$ cat src/rtl/lc3_fetch_unit.sv
// ---------------------------------------------------------------------------
// lc3_fetch_unit
//   Instruction-fetch stage in front of the LC-3 control unit. It owns the
//   PC, applies PC updates from the control unit, fetches one instruction
//   word per accepted fetch_req over a ready-based memory handshake, and
//   holds the fetched word stable on instr/instr_valid.
//
//   Optional build macro: FETCH_TIMEOUT_EN
//     When defined, a fetch that waits MAX_WAIT cycles in WAIT without
//     mem_ready completes with TRAP x25 (HALT) and sets sticky fetch_err.
//     When undefined, WAIT lasts until mem_ready and fetch_err is 0.
//
//   Parameters:
//     RESET_PC  PC value loaded on reset
//     MAX_WAIT  WAIT cycles before timeout (1..255)
//
//   Ports:
//     clk, reset              clock, synchronous active-high reset
//     pc_write, pc_sel        PC update strobe and source select
//                             (00 PC+1, 01 PC+1+pc_offset, 10 reg_target,
//                             11 hold)
//     pc_offset, reg_target   sign-extended offset / register target
//     fetch_req               single-cycle request for the next instruction
//     mem_addr, mem_rd        registered memory address and read strobe
//     mem_rdata, mem_ready    memory read data and its valid strobe
//     instr, instr_valid      last fetched word and its valid flag
//     pc, pc_plus1            current PC and PC+1 (link value for JSR/JSRR)
//     busy                    high while a fetch is in flight
//     fetch_err               sticky timeout flag
// ---------------------------------------------------------------------------
module lc3_fetch_unit #(
    parameter logic [15:0] RESET_PC = 16'h3000,
    parameter int unsigned MAX_WAIT = 15
) (
    input  logic        clk,
    input  logic        reset,
    input  logic        pc_write,
    input  logic [1:0]  pc_sel,
    input  logic [15:0] pc_offset,
    input  logic [15:0] reg_target,
    input  logic        fetch_req,
    output logic [15:0] mem_addr,
    output logic        mem_rd,
    input  logic [15:0] mem_rdata,
    input  logic        mem_ready,
    output logic [15:0] instr,
    output logic        instr_valid,
    output logic [15:0] pc,
    output logic [15:0] pc_plus1,
    output logic        busy,
    output logic        fetch_err
);

    localparam logic [15:0] TRAP_HALT = 16'hF025;

    typedef enum logic [1:0] {
        ST_IDLE = 2'b00,
        ST_REQ  = 2'b01,
        ST_WAIT = 2'b10
    } state_t;

    // Out-of-range MAX_WAIT would make the timeout compare meaningless.
    if ((MAX_WAIT < 32'd1) || (MAX_WAIT > 32'd255)) begin : g_max_wait_range
        $error("lc3_fetch_unit: MAX_WAIT must be in 1..255");
    end

    // PC update rule; all arithmetic wraps modulo 2^16.
    function automatic logic [15:0] pc_update(input logic [1:0]  sel,
                                              input logic [15:0] cur,
                                              input logic [15:0] off,
                                              input logic [15:0] tgt);
        logic [15:0] res;
        case (sel)
            2'b00:   res = cur + 16'd1;
            2'b01:   res = cur + 16'd1 + off;
            2'b10:   res = tgt;
            2'b11:   res = cur;
            default: res = cur;
        endcase
        return res;
    endfunction

    state_t      state_r;
    state_t      state_nxt_s;
    logic [15:0] pc_r;
    logic [15:0] pc_fwd_s;
    logic [15:0] mem_addr_r;
    logic [15:0] instr_r;
    logic        instr_valid_r;
    logic        busy_r;
    logic        latch_addr_s;
    logic        accept_s;
    logic        timeout_s;
    logic        timeout_hit_s;

`ifdef FETCH_TIMEOUT_EN
    localparam logic [7:0] WAIT_LAST = 8'(MAX_WAIT - 32'd1);

    logic [7:0] wait_cnt_r;
    logic       fetch_err_r;

    assign timeout_hit_s = (wait_cnt_r == WAIT_LAST);
    assign fetch_err     = fetch_err_r;

    // Count consecutive WAIT cycles; restarts at 0 on every entry to WAIT.
    always_ff @(posedge clk) begin
        if (reset) begin
            wait_cnt_r <= 8'd0;
        end else if ((state_r == ST_WAIT) && (state_nxt_s == ST_WAIT)) begin
            wait_cnt_r <= wait_cnt_r + 8'd1;
        end else begin
            wait_cnt_r <= 8'd0;
        end
    end

    // Sticky error flag, cleared only by reset.
    always_ff @(posedge clk) begin
        if (reset) begin
            fetch_err_r <= 1'b0;
        end else if (timeout_s) begin
            fetch_err_r <= 1'b1;
        end else begin
            fetch_err_r <= fetch_err_r;
        end
    end
`else
    assign timeout_hit_s = 1'b0;
    assign fetch_err     = 1'b0;
`endif

    // Next-state decode and per-cycle fetch events.
    always_comb begin
        state_nxt_s  = state_r;
        latch_addr_s = 1'b0;
        accept_s     = 1'b0;
        timeout_s    = 1'b0;
        // fetch_req forwards a same-cycle PC update into the fetch address
        if (pc_write) begin
            pc_fwd_s = pc_update(pc_sel, pc_r, pc_offset, reg_target);
        end else begin
            pc_fwd_s = pc_r;
        end
        case (state_r)
            ST_IDLE: begin
                if (fetch_req) begin
                    state_nxt_s  = ST_REQ;
                    latch_addr_s = 1'b1;
                end else begin
                    state_nxt_s = ST_IDLE;
                end
            end
            ST_REQ: begin
                // ready already in REQ gives the one-cycle best case
                if (mem_ready) begin
                    state_nxt_s = ST_IDLE;
                    accept_s    = 1'b1;
                end else begin
                    state_nxt_s = ST_WAIT;
                end
            end
            ST_WAIT: begin
                // data wins over a timeout in the same cycle
                if (mem_ready) begin
                    state_nxt_s = ST_IDLE;
                    accept_s    = 1'b1;
                end else if (timeout_hit_s) begin
                    state_nxt_s = ST_IDLE;
                    timeout_s   = 1'b1;
                end else begin
                    state_nxt_s = ST_WAIT;
                end
            end
            default: begin
                state_nxt_s = ST_IDLE;
            end
        endcase
    end

    // State, PC, address, strobe and instruction registers.
    always_ff @(posedge clk) begin
        if (reset) begin
            state_r       <= ST_IDLE;
            pc_r          <= RESET_PC;
            mem_addr_r    <= 16'h0000;
            instr_r       <= 16'h0000;
            instr_valid_r <= 1'b0;
            busy_r        <= 1'b0;
        end else begin
            state_r <= state_nxt_s;
            pc_r    <= pc_fwd_s;
            // busy doubles as the read strobe: both are high in REQ and WAIT
            busy_r  <= (state_nxt_s != ST_IDLE);
            if (latch_addr_s) begin
                mem_addr_r    <= pc_fwd_s;
                instr_valid_r <= 1'b0;
            end else if (accept_s) begin
                instr_r       <= mem_rdata;
                instr_valid_r <= 1'b1;
            end else if (timeout_s) begin
                instr_r       <= TRAP_HALT;
                instr_valid_r <= 1'b1;
            end else begin
                mem_addr_r    <= mem_addr_r;
                instr_r       <= instr_r;
                instr_valid_r <= instr_valid_r;
            end
        end
    end

    assign pc          = pc_r;
    assign pc_plus1    = pc_r + 16'd1;
    assign mem_addr    = mem_addr_r;
    assign mem_rd      = busy_r;
    assign busy        = busy_r;
    assign instr       = instr_r;
    assign instr_valid = instr_valid_r;

endmodule

$ cat config.mk
export PLATFORM = sky130hd
export DESIGN_NAME = lc3_fetch_unit
export DESIGN_NICKNAME = d
export VERILOG_FILES = /design/src/rtl/lc3_fetch_unit.sv
export SDC_FILE = /design/constraint.sdc
export NUM_CORES = 1
export LEC_CHECK = 0
export CORE_ASPECT_RATIO = 0.7
export CORE_MARGIN = 3
export CORE_UTILIZATION = 49
export DETAILED_ROUTE_END_ITERATION = 7
export GPL_TIMING_DRIVEN = 0
export PLACE_DENSITY = 0.87
export SYNTH_ARGS = -nofsm -noshare
export SYNTH_HDL_FRONTEND = slang
export SYNTH_SLANG_ARGS = --single-unit
$ cat constraint.sdc
create_clock -name clk -period 9.4 [get_ports clk]
set_input_delay 1.41 -clock clk [delete_from_list [all_inputs] [get_ports clk]]
set_output_delay 1.41 -clock clk [all_outputs]
set_load 0.005 [all_outputs]
==> results.toml <==
[timing]
hold_viol = 0
rsz0062_at_grt = "false"
setup_viol = 0
slew_viol_final = 0
fin_skew_ps = 11.7
slew_headroom = 0.496
fmax_mhz = 248
tightest_slew_ps = 753
min_period_ps = 4020
min_period_over_period = 0.428
setup-tns-final_ps = 0

[clocking]
path_clk_slew_ps = 100
post_cts_buffers = 0
cts_resized = 0
cts_hold_buf = 0
root_buffer = "clkbuf_8"
insertion_delay_ps = 310
cts_buffer_depth = 2
cts_tree = "done"
cts_made_buffers = 5
cts.sinks = 52
htree_levels = 2

[cells_and_area]
drive_gt1_frac = 0.0480
num-fill-cells = 523
area_growth_pct = 42.2
antenna_cells = 0
final_cell_area_mm2 = 0.00485
nets = 638

[detailed_routing]
drt_iter0_markers = 425
via_per_inst = 5.92
antenna_left = 0
wl_um = 12000
drcViolationCount = 0
drt_pass1_iterations = 5
via_count = 3864
post_drt_wl_per_cell_um = 18.4

[synth]
synth_flop_cell = "dfxtp_1"
synth-async-reset-ratio = 0
netlist_instances = 434
synth_most_common_cell = "nand2_1"
synthTopCellsByCount = "nand2_1 (66), dfxtp_1 (52), a21oi_1 (47)"
synth_area_leader_cell = "dfxtp_1"
yosysWarnings = 0
syn_avg_cell_area_um2 = 7.86
ys_ff_latch = 52
yosys-top-cells-area = "dfxtp_1 (31%), ha_1 (7.7%), nand2_1 (7.3%)"
yosys.cell_types.count = 58
synth_top_area_frac = 0.305
yosysSeqAreaShare = 0.305
syn_area_mm2 = 0.00341
synth_nets = 511
synth_edf_count = 0

[power_and_ir_drop]
pwr-share-seq = 0.393
p_leak_nw = 1.87
netSwitchingFraction = 0.310
p_switching_mw = 0.199
p_comb_frac = 0.346
p_clk_frac = 0.262
ir_worst_vdd_mv = 0.0864
intPower_mw = 0.441
power_density_mw_per_mm2 = 132

[min_path]
hold_class = "flop to flop"

[setup_path]
regToRegSetupSlack_ps = 5770
crit_required_ps = 9590
cp-start-kind = "primary input"
worstSetupPathType = "primary input to flop"
crit_arrival_ps = 4220
worst_setup_path_end_kind = "flop"
cp_max_fo = 4

[global_route]
grt_max_degree = 16
grt_antenna_before_repair = 0
grt_usage = 0.289
overflow = 0
grt_pass1_vias = 3552
grt_pass1_wl_um = 18300

[placed_design]
dp_hpwl_um = 9480
io_buffers = 120
routabilityCongestion = 0.951
dpl_cell_area_mm2 = 0.00473

[floorplan]
dieWidth_um = 106
core-area_mm2 = 0.00649
core.rowCount = 24
io_pins = 123
dieHeight_um = 75.8
dieArea_mm2 = 0.00802
initial_core_util = 0.526

[run]
maxCapViolCount = 0

[outcome]
status = "finished, final reports clean"
## placed cells by master, fill, tap and decap left out, types with 5 or more instances in the layout
cell	synthesis	layout
clkdlybuf4s50_1	0	120
clkbuf_1	14	14
clkbuf_8	0	7
xnor2_1	13	13
xor2_1	12	12
o21ai_0	33	33
a21oi_1	47	47
nor2b_1	10	10
a22o_1	6	6
nor3_1	7	7
a31oi_1	8	8
nand3_1	7	7
nand2_1	66	66
o22ai_1	5	5
ha_1	21	21
a21o_1	5	5
nand2b_1	6	6
dfxtp_1	52	52
nor2_1	30	30
and3_1	5	5
inv_1	11	11
o211ai_1	6	6
buf_4	5	5
## cells by family after synthesis
logic type | synth area share
simple gates | 0.212
compound gates | 0.259
flops | 0.305
buf+inv | 0.0535
xor+xnor | 0.0689
fa+ha+maj | 0.0829
mux | 0.0183
other cells | 0.00110
## area by class of cell
cell class / count / area, µm² / share of cell area
tap: 91 / 114 / 0.0235
inverter: 14 / 52.6 / 0.0108
multi-input combinational: 345 / 2190 / 0.451
buffer: 23 / 130 / 0.0268
clock buffer: 7 / 96.3 / 0.0199
clock inverter: 1 / 30.0 / 0.00619
sequential: 52 / 1040 / 0.214
timing repair buffer: 120 / 1200 / 0.247
## flip-flops by register name, summed over array words and instances (netlist names)
register	flops
instr	16
mem_addr	16
pc	16
state_r	2
busy	1
instr_valid	1
## metrics by stage
step	instances	util	hold WS (ps)	power (mW)	setup WS [ps]
after global routing	653	0.748	476	0.667	5260
final	653	0.748	456	0.639	5380
after detailed placement	645	0.729	447	0.472	5150
after global placement	645	0.729	440	0.465	5250
after CTS	653	0.748	459	0.636	5410
after floorplan	434	-	449	0.369	6110
## power groups by stage
stage	Combinational [mW]	Sequential [mW]	Clock, mW
floorplan	0.115	0.254	0
global placement	0.210	0.255	0
detailed placement	0.216	0.256	0
CTS	0.218	0.251	0.167
global route	0.239	0.252	0.176
finish	0.221	0.251	0.167
## worst max-delay path, cell delays in order
cell and delay [ps]:
clkdlybuf4s50_1 470, ha_1 220, inv_1 70, fa_1 390
nand2b_1 190, a21o_1 200, a31oi_1 450, a21boi_0 250
xnor2_1 190, o21ai_0 270, o21ai_0 120
## path summary, 6_finish.rpt
check                           cells past startpoint            to         start
worst min register to register                      2     instr[12]     instr[12]
worst min-delay path                                2     instr[12]     instr[12]
worst max register to register                     12  mem_addr[14]         pc[0]
worst max-delay path                               11  mem_addr[10]  pc_offset[0]
## per-layer routing
layer | vias up | GRT usage | wire length (µm)
li1 | 1797 | - | -
met1 | 1840 | 0.397 | 5310
met2 | 215 | 0.489 | 5480
met3 | 12 | 0.0618 | 1130
met4 | 0 | 0.0359 | 112
met5 | - | 0 | 0
(Power assumes the default switching activity.)
